### src/rtl/clz_pipe_pkg.sv
// Shared constants and elaboration helpers for the pipelined leading-zero/one counter.
// Optional normalised output is enabled by defining CLZ_PIPE_NORM_EN.
package clz_pipe_pkg;

  localparam logic CLZ_MODE_ZEROS = 1'b0;
  localparam logic CLZ_MODE_ONES  = 1'b1;

  function automatic int clog2(input int n);
    int r;
    r = 0;
    while ((1 << r) < n) r++;
    return r;
  endfunction

  // Merge level lvl (0..levels-1) is registered in this stage; the last level always lands in stages-1.
  function automatic int level_stage(input int lvl, input int levels, input int stages);
    return (lvl * stages) / levels;
  endfunction

endpackage

### src/rtl/clz_pipe_stage.sv
// One valid/ready register slice of the counter pipeline; ready_i is this slice's own
// load permission (empty, or downstream taking the current entry this cycle).
module clz_pipe_stage #(
  parameter int DW = 8
) (
  input  logic          clk,
  input  logic          rst_n,
  input  logic          valid_i,
  input  logic          ready_i,
  input  logic [DW-1:0] data_i,
  output logic          valid_o,
  output logic [DW-1:0] data_o
);

  logic          valid_q, valid_d;
  logic [DW-1:0] data_q, data_d;

  always_comb begin
    valid_d = valid_q;
    data_d  = data_q;
    if (ready_i) begin
      valid_d = valid_i;
      if (valid_i) data_d = data_i;
    end
  end

  always_ff @(posedge clk or negedge rst_n) begin
    if (!rst_n) begin
      valid_q <= 1'b0;
      data_q  <= '0;
    end else begin
      valid_q <= valid_d;
      data_q  <= data_d;
    end
  end

  assign valid_o = valid_q;
  assign data_o  = data_q;

endmodule

### src/rtl/clz_pipe.sv
// Pipelined leading-zero/one counter: a log2(WIDTH)-level merge tree cut into STAGES slices.
// Define CLZ_PIPE_NORM_EN to add out_norm (operand shifted left by the count).
module clz_pipe
  import clz_pipe_pkg::*;
#(
  parameter int WIDTH  = 16,
  parameter int STAGES = 2,
  parameter int TAG_W  = 4
) (
  input  logic                      clk,
  input  logic                      rst_n,
  input  logic                      in_valid,
  output logic                      in_ready,
  input  logic [WIDTH-1:0]          in_data,
  input  logic                      in_mode,
  input  logic [TAG_W-1:0]          in_tag,
  output logic                      out_valid,
  input  logic                      out_ready,
  output logic [clog2(WIDTH)-1:0]   out_count,
  output logic                      out_all,
  output logic [TAG_W-1:0]          out_tag
`ifdef CLZ_PIPE_NORM_EN
  ,
  output logic [WIDTH-1:0]          out_norm
`endif
);

  localparam int LW = clog2(WIDTH);

  logic [WIDTH-1:0]  opnd;
  logic [STAGES-1:0] stg_vq;
  logic [STAGES:0]   vchain;
  logic [STAGES:0]   stg_rdy;
  logic [TAG_W-1:0]  tag_arr [STAGES+1];
`ifdef CLZ_PIPE_NORM_EN
  logic [WIDTH-1:0]  opd_arr [STAGES+1];
  assign opd_arr[0] = in_data;
`endif

  // Ones mode is handled by inverting up front; the tree only ever counts zeros.
  always_comb begin
    opnd = in_data;
    case (in_mode)
      CLZ_MODE_ZEROS: opnd = in_data;
      CLZ_MODE_ONES:  opnd = ~in_data;
      default:        opnd = in_data;
    endcase
  end

  assign vchain = {stg_vq, in_valid};

  always_comb begin
    stg_rdy         = '0;
    stg_rdy[STAGES] = out_ready;
    for (int s = STAGES - 1; s >= 0; s--) stg_rdy[s] = !stg_vq[s] || stg_rdy[s+1];
  end

  assign in_ready   = stg_rdy[0];
  assign tag_arr[0] = in_tag;

  genvar gi, gj;
  for (gi = 0; gi < LW; gi++) begin : g_lvl
    localparam int  N   = WIDTH >> (gi + 1);
    localparam int  PW  = gi + 1;
    localparam int  STG = level_stage(gi, LW, STAGES);
    localparam bit  REG = (gi == LW - 1) || (level_stage(gi + 1, LW, STAGES) != STG);

    logic [N-1:0]    v;
    logic [N*PW-1:0] p;

    if (gi == 0) begin : g_leaf
      for (gj = 0; gj < N; gj++) begin : g_node
        assign v[gj] = opnd[2*gj+1] | opnd[2*gj];
        assign p[gj] = ~opnd[2*gj+1];
      end
    end else begin : g_merge
      localparam bit PREV_REG = (level_stage(gi - 1, LW, STAGES) != STG);
      logic [2*N-1:0]    sv;
      logic [2*N*gi-1:0] sp;
      if (PREV_REG) begin : g_src_reg
        assign sv = g_lvl[gi-1].g_reg.q_v;
        assign sp = g_lvl[gi-1].g_reg.q_p;
      end else begin : g_src_comb
        assign sv = g_lvl[gi-1].v;
        assign sp = g_lvl[gi-1].p;
      end
      // Odd node is the more significant half; its zeros win if it holds any one.
      for (gj = 0; gj < N; gj++) begin : g_node
        assign v[gj] = sv[2*gj+1] | sv[2*gj];
        assign p[gj*PW +: PW] = sv[2*gj+1] ? {1'b0, sp[(2*gj+1)*gi +: gi]}
                                           : {1'b1, sp[(2*gj)*gi +: gi]};
      end
    end

    if (REG) begin : g_reg
`ifdef CLZ_PIPE_NORM_EN
      localparam int DW = N + N * PW + TAG_W + WIDTH;
`else
      localparam int DW = N + N * PW + TAG_W;
`endif
      logic [N-1:0]    q_v;
      logic [N*PW-1:0] q_p;
      logic [DW-1:0]   d_in, d_out;

`ifdef CLZ_PIPE_NORM_EN
      assign d_in = {tag_arr[STG], opd_arr[STG], v, p};
      assign {tag_arr[STG+1], opd_arr[STG+1], q_v, q_p} = d_out;
`else
      assign d_in = {tag_arr[STG], v, p};
      assign {tag_arr[STG+1], q_v, q_p} = d_out;
`endif

      clz_pipe_stage #(.DW(DW)) u_stage (
        .clk     (clk),
        .rst_n   (rst_n),
        .valid_i (vchain[STG]),
        .ready_i (stg_rdy[STG]),
        .data_i  (d_in),
        .valid_o (stg_vq[STG]),
        .data_o  (d_out)
      );
    end
  end

  assign out_valid = vchain[STAGES];
  assign out_tag   = tag_arr[STAGES];
  assign out_all   = out_valid & ~g_lvl[LW-1].g_reg.q_v[0];
  assign out_count = g_lvl[LW-1].g_reg.q_v[0] ? g_lvl[LW-1].g_reg.q_p : '0;

`ifdef CLZ_PIPE_NORM_EN
  assign out_norm = opd_arr[STAGES] << out_count;
`endif

endmodule

### config.mk
export PLATFORM = sky130hd
export DESIGN_NAME = clz_pipe
export DESIGN_NICKNAME = d
export VERILOG_FILES = /design/src/rtl/clz_pipe_pkg.sv /design/src/rtl/clz_pipe_stage.sv /design/src/rtl/clz_pipe.sv
export SDC_FILE = /design/constraint.sdc
export NUM_CORES = 1
export LEC_CHECK = 0
export ABC_AREA = 1
export CAP_MARGIN = 30
export CORE_MARGIN = 3
export CORE_UTILIZATION = 49
export DETAILED_ROUTE_END_ITERATION = 12
export GPL_TIMING_DRIVEN = 1
export HOLD_SLACK_MARGIN = 0.03
export PLACE_DENSITY = 0.82
export SYNTH_ARGS = -nofsm -noshare
export SYNTH_HDL_FRONTEND = slang
export SYNTH_SLANG_ARGS = --single-unit
### constraint.sdc
create_clock -name clk -period 1.24 [get_ports clk]
set_input_delay 0.186 -clock clk [delete_from_list [all_inputs] [get_ports clk]]
set_output_delay 0.186 -clock clk [all_outputs]
set_load 0.01 [all_outputs]
==> results of run 1 <==
-- flip-flops by register name, indices dropped and copies added (netlist names) --
name and flops:
g_lvl.g_reg.u_stage.data_o 25, g_lvl.g_reg.u_stage.valid_o 2
-- where the power goes --
| group | switching, mW | internal (mW) | total (mW) |
|---|---|---|---|
| clock network | 0.259 | 0.124 | 0.382 |
| logic | 0.425 | 0.474 | 0.899 |
| registers | 0.102 | 1.05 | 1.15 |
| total | 0.786 | 1.65 | 2.43 |
-- worst max-delay path, cell delays in order (launching register included) --
cell and delay [ns]:
dfrtp_1 0.41, buf_6 0.12, buf_6 0.11, nand2_2 0.04, inv_1 0.03, buf_2 0.12
-- logic make-up (layout without fill, tap and decap cells) --
| logic type | after synthesis | after routing | share of synthesized area [%] |
|---|---|---|---|
| compound gates | 6 | 6 | 1.99 |
| xor+xnor | 4 | 4 | 2.33 |
| buf+inv | 37 | 82 | 12.8 |
| flops | 27 | 27 | 44.9 |
| simple gates | 147 | 147 | 38.0 |
-- final cells by class --
| cell class | instances | area, um2 |
|---|---|---|
| Clock buffer | 3 | 22.5 |
| Inverter | 27 | 101 |
| Sequential cell | 27 | 676 |
| Multi-Input combinational cell | 157 | 653 |
| Clock inverter | 1 | 7.51 |
| Tap cell | 31 | 38.8 |
| Timing Repair Buffer | 51 | 520 |
| Fill cell | 257 | 833 |
-- worst paths after layout --
check / cells after the start / start / endpoint / slack (ns)
max in group asynchronous: 2 / rst_n / g_lvl[1].g_reg.u_stage.data_o[0] / 0.91
worst max-delay path: 5 / g_lvl[3].g_reg.u_stage.data_o[4] / out_count[2] / -0.11
worst max register to register: 8 / g_lvl[3].g_reg.u_stage.valid_o / g_lvl[1].g_reg.u_stage.data_o[4] / -0.01
worst min-delay path: 2 / rst_n / g_lvl[1].g_reg.u_stage.data_o[10] / 0.19
min in group clk: 3 / in_tag[3] / g_lvl[1].g_reg.u_stage.data_o[15] / 0.37
worst min register to register: 2 / g_lvl[1].g_reg.u_stage.data_o[15] / g_lvl[3].g_reg.u_stage.data_o[8] / 0.49
-- through the flow --
step	cell area (um2)	cells	power, mW	setup TNS, ns	worst slack, ns
after floorplan	1510	221	1.62	0	0.131
after global placement	1910	284	1.94	-2.14	-0.254
after detailed placement	1910	284	1.96	-2.46	-0.243
after CTS	1980	296	2.39	-0.600	-0.141
after global routing	2020	297	2.63	-2.23	-0.182
final	2020	297	2.43	-0.501	-0.107
-- layer usage --
layer	vias up	track usage, %	share of wire (%)
met4	0	8.18	1.3
met1	559	21.5	47
met2	38	27.0	45
met5	-	0	0
met3	3	1.89	5.9
li1	740	-	-
-- Yosys cell counts --
| master | n |
|---|---|
| buf_6 | 3 |
| inv_1 | 26 |
| nand3_2 | 1 |
| nand2_2 | 1 |
| buf_4 | 5 |
| buf_8 | 1 |
| dfrtp_1 | 27 |
| nand3_1 | 10 |
| o21ai_0 | 6 |
| nor2_1 | 18 |
| nand2_1 | 117 |
| clkinv_1 | 1 |
| xor2_1 | 4 |
| buf_2 | 1 |
-- timing repair --
action / CTS / global route
gates resized for setup: 38 / 14
setup endpoints to repair: 11 / 35
buffers inserted: 8 / 1
endpoints found under the hold margin: 0 / 0
==> run_results.csv, run 1 <==
group,metric,value,unit
clock_tree,cts_sinks,27,
routing,vias_per_cell,4.51,
critical_path,crit_fanout,2,
finish,final_common_cell,"nand2_1",
timing,tightest_slew,0.238,ns
status,outcome,"finished, violations left",
finish,finalNetCount,292,
floorplanning,die_height,61.4,um
finish,final_cell_mix,"nand2_1 (114), dfrtp_1 (27), clkdlybuf4s50_1 (24), inv_1 (22), nor2_1 (18)",
clock_tree,cts_hold_buf,0,
clock_tree,path_clk_slew,0.14,ns
floorplanning,coreArea,2850,um2
placement,numPortBuffers,35,
timing,worst_slack,-0.107,ns
global_route,grt_max_degree,28,
timing,max_freq,742,MHz
floorplanning,die_w,61.4,um
routing,drc,0,
hold_path,hold_path.class,"primary input to async pin",
critical_path,cp-start-kind,"flop",
critical_path,path_class,"flop to output pin",
global_route,antenna_found_initial,0,
clock_tree,root_buffer,"clkbuf_4",
clock_tree,cts_tree,"built",
logic_synthesis,yosysSeqAreaShare,44.9,%
timing,hold_viol_final,0,
routing,first_pass_iters,4,
finish,diodes,0,
finish,areaGrowthSynthToFinish,34.1,%
timing,relSlewSlack,84.1,%
clock_tree,clockBufferDepth,2,
pwr,p_leak,1.14,nW
timing,min_period,1.35,ns
pwr,p_per_area,1210,nW/um2
logic_synthesis,synth-seq-cells,27,
logic_synthesis,netlist_instances,221,
logic_synthesis,syn_avg_cell_area,6.82,um2
logic_synthesis,synth_cell_types,14,
critical_path,end_kind,"output pin",
logic_synthesis,syn-cell-area,1510,um2
routing,drtIter0Drc,49,
run,max_cap_violations,0,
placement,hpwl,1.94,mm
finish,utilization,70.8,%
timing,report.final.slew_viol_count,0,
critical_path,cp.arrival,1.16,ns
timing,rsz0062_at_grt,"true",
floorplanning,io_pins,36,
clock_tree,htree_num_levels,1,
floorplanning,core.rowCount,19,
pwr,peakVddDrop,0.000487,V
logic_synthesis,synth_top_cell_area_share,44.9,%
logic_synthesis,ys_warn_count,0,
global_route,grtUsageTotal,16.4,%
routing,post_drt_wl_per_cell,9.02,um
status,violations,"negative setup slack",
finish,drive_above_1_share,13.5,%
floorplanning,start_util,52.8,%
routing,ant_nets,0,
global_route,grt_pass1_vias,1144,
clock_tree,clkLatencyLatePin,0.33,ns
clock_tree,numCtsBuffers,3,
critical_path,critPathRequiredTime,1.05,ns
placement,place.gp.congestion,0.745,
global_route,grt_pass1_wl,4.64,mm
logic_synthesis,post-synth-top-area-cell,"dfrtp_1",
timing,finalCritPeriodShare,109,%
routing,wl,2.68,mm
logic_synthesis,synthTopCellsByArea,"dfrtp_1 (45%), nand2_1 (29%), inv_1 (6.5%)",
global_route,grt-ovfl-total,0,
timing,fin_skew,0.00553,ns
timing,timing.hold.ws,0.189,ns
timing,final-setup-viol-count,11,
floorplanning,die_area,3780,um2
logic_synthesis,synthesis.nets,246,
routing,dr_total_vias,1340,
Power figures use the tool's default switching activity.
==> inputs of run 2 (changes only) <==
Settings changed: CAP_MARGIN 30 to 20.
==> results of run 2 <==
No change in the layout: final DEF, timing and power equal those of run 1.
==> inputs of run 3 (changes only) <==
Settings changed: CTS_CLUSTER_DIAMETER from default to 50, SETUP_SLACK_MARGIN from default to 0.1.
==> run_results.csv, run 3 (synthesized netlist as in run 1, its figures left out) <==
group,metric,value,unit
status,outcome,"finished, violations left",
status,violations,"negative setup slack",
finish,drive_above_1_share,23.1,%
clock_tree,htree_num_levels,1,
routing,drtIter0Drc,59,
critical_path,crit_family,"flip-flops",
pwr,p_comb_share,37.8,%
floorplanning,start_util,52.8,%
pwr,clkPwrFrac,15.5,%
timing,min_period,1.29,ns
finish,final_cell_mix,"nand2_1 (101), dfrtp_1 (27), clkdlybuf4s50_1 (24), inv_1 (21), nand2_2 (13)",
floorplanning,die_area,3780,um2
floorplanning,coreArea,2850,um2
critical_path,critPathRequiredTime,1.05,ns
timing,fin_skew,0.00810,ns
critical_path,path_depth,4,
global_route,antenna_found_initial,0,
pwr,power,2.49,mW
routing,drc,0,
routing,first_pass_iters,4,
floorplanning,die_height,61.4,um
timing,max_freq,777,MHz
global_route,grt_max_degree,28,
critical_path,end_kind,"output pin",
finish,final_common_cell,"nand2_1",
critical_path,cp.arrival,1.10,ns
placement,placed_cell_area,1910,um2
global_route,grtUsageTotal,16.3,%
placement,place.gp.congestion,0.745,
global_route,grt_pass1_wl,4.60,mm
clock_tree,root_buffer,"clkbuf_4",
placement,pre_cts_ws,-0.243,ns
timing,finalCritPeriodShare,104,%
clock_tree,clockBufferDepth,2,
finish,finalNetCount,290,
clock_tree,path_clk_slew,0.14,ns
pwr,peakVddDrop,0.000499,V
pwr,p_switching,0.837,mW
timing,rsz0062_at_grt,"true",
finish,final_area,2090,um2
clock_tree,cts_sinks,27,
critical_path,path_class,"flop to output pin",
timing,final-setup-viol-count,5,
pwr,p_per_area,1190,nW/um2
timing,hold_viol_final,0,
critical_path,crit_chain,"buf_6 > nand2_2 > inv_1 > buf_2",
routing,vias_per_cell,4.58,
finish,largest_reg_flops,25,
clock_tree,clkLatencyLatePin,0.33,ns
hold_path,hold_path.class,"primary input to async pin",
timing,relSlewSlack,86.5,%
critical_path,crit_fanout,3,
critical_path,slowest_stage,"dfrtp_1",
clock_tree,cts_tree,"built",
run,max_cap_violations,0,
timing,tightest_slew,0.202,ns
finish,areaGrowthSynthToFinish,39.0,%
global_route,grt_pass1_vias,1127,
routing,wl,2.80,mm
global_route,grt-ovfl-total,0,
pwr,p_leak,1.15,nW
critical_path,cp-start-kind,"flop",
critical_path,critPathBufInv,3,
clock_tree,numCtsBuffers,3,
routing,dr_total_vias,1350,
floorplanning,io_pins,36,
floorplanning,die_w,61.4,um
finish,nFillCells,236,
critical_path,r2r_cells,7,
critical_path,max_stage_delay,0.44,ns
timing,report.final.slew_viol_count,0,
placement,numPortBuffers,35,
pwr,p_seq_share,46.8,%
timing,worst_slack,-0.0472,ns
routing,ant_nets,0,
floorplanning,core.rowCount,19,
pwr,power.internal,1.65,mW
pwr,p_sw_share,33.7,%
placement,hpwl,1.94,mm
finish,diodes,0,
routing,post_drt_wl_per_cell,9.51,um
[run 3: cell count changes in the layout (fill, tap and decap cells not counted), sizes merged]
cell / before / now
clkdlybuf4s15: 4 / 0
buf: 23 / 25
[run 3: path summary, 6_finish.rpt]
| check | end | startpoint | slack [ns] |
|---|---|---|---|
| setup reg to reg | g_lvl[1].g_reg.u_stage.data_o[0] | g_lvl[3].g_reg.u_stage.valid_o | 0.11 |
| setup / recovery | out_count[2] | g_lvl[3].g_reg.u_stage.data_o[4] | -0.05 |
| hold reg to reg | g_lvl[3].g_reg.u_stage.data_o[5] | g_lvl[3].g_reg.u_stage.data_o[5] | 0.49 |
| min in group clk | g_lvl[1].g_reg.u_stage.data_o[15] | in_tag[3] | 0.37 |
| hold / removal | g_lvl[1].g_reg.u_stage.data_o[10] | rst_n | 0.19 |
| max in group asynchronous | g_lvl[1].g_reg.u_stage.data_o[0] | rst_n | 0.90 |
[run 3: power by group through the flow]
stage / clock (mW) / sequential, mW / combinational [mW]
final: 0.385 / 1.16 / 0.939
after CTS: 0.401 / 1.16 / 0.823
after detailed placement: 0 / 1.18 / 0.783
after floorplan: 0 / 1.15 / 0.464
after global placement: 0 / 1.17 / 0.769
after global routing: 0.440 / 1.18 / 1.05
[run 3: routing by layer]
metal  GRT usage, %  up-vias  share of wire [%]
met2           26.4       45                 45
met4           8.18        0                2.2
li1               -      739                  -
met5              0        -                  0
met1           21.4      561                 47
met3           1.89        5                5.8
[run 3: area by class of cell]
class | count | area [um2] | area share [%]
repair buffers | 49 | 492 | 23.5
clock buffers | 3 | 22.5 | 1.08
well taps | 31 | 38.8 | 1.85
multi-input cells | 157 | 754 | 36.0
clock inverters | 1 | 7.51 | 0.358
flip-flops and latches | 27 | 676 | 32.3
inverters | 27 | 104 | 4.96
[run 3: metrics by stage]
step	instances	util, %	TNS [ns]	hold slack [ns]
final	295	73.4	-0.204	0.189
after detailed placement	284	66.8	-2.46	0.457
after floorplan	221	-	0	-0.110
after global routing	295	73.4	-0.533	0.181
after CTS	294	68.8	-0.264	0.179
after global placement	284	66.8	-2.14	0.450
[run 3: timing repair]
action / in CTS / in global routing
pin swaps: 2 / 3
hold buffers: 0 / 0
resized for setup: 54 / 42
endpoints found under the setup margin: 12 / 29
setup buffers: 6 / 0
hold endpoints to repair: 0 / 0
gates cloned: 0 / 1
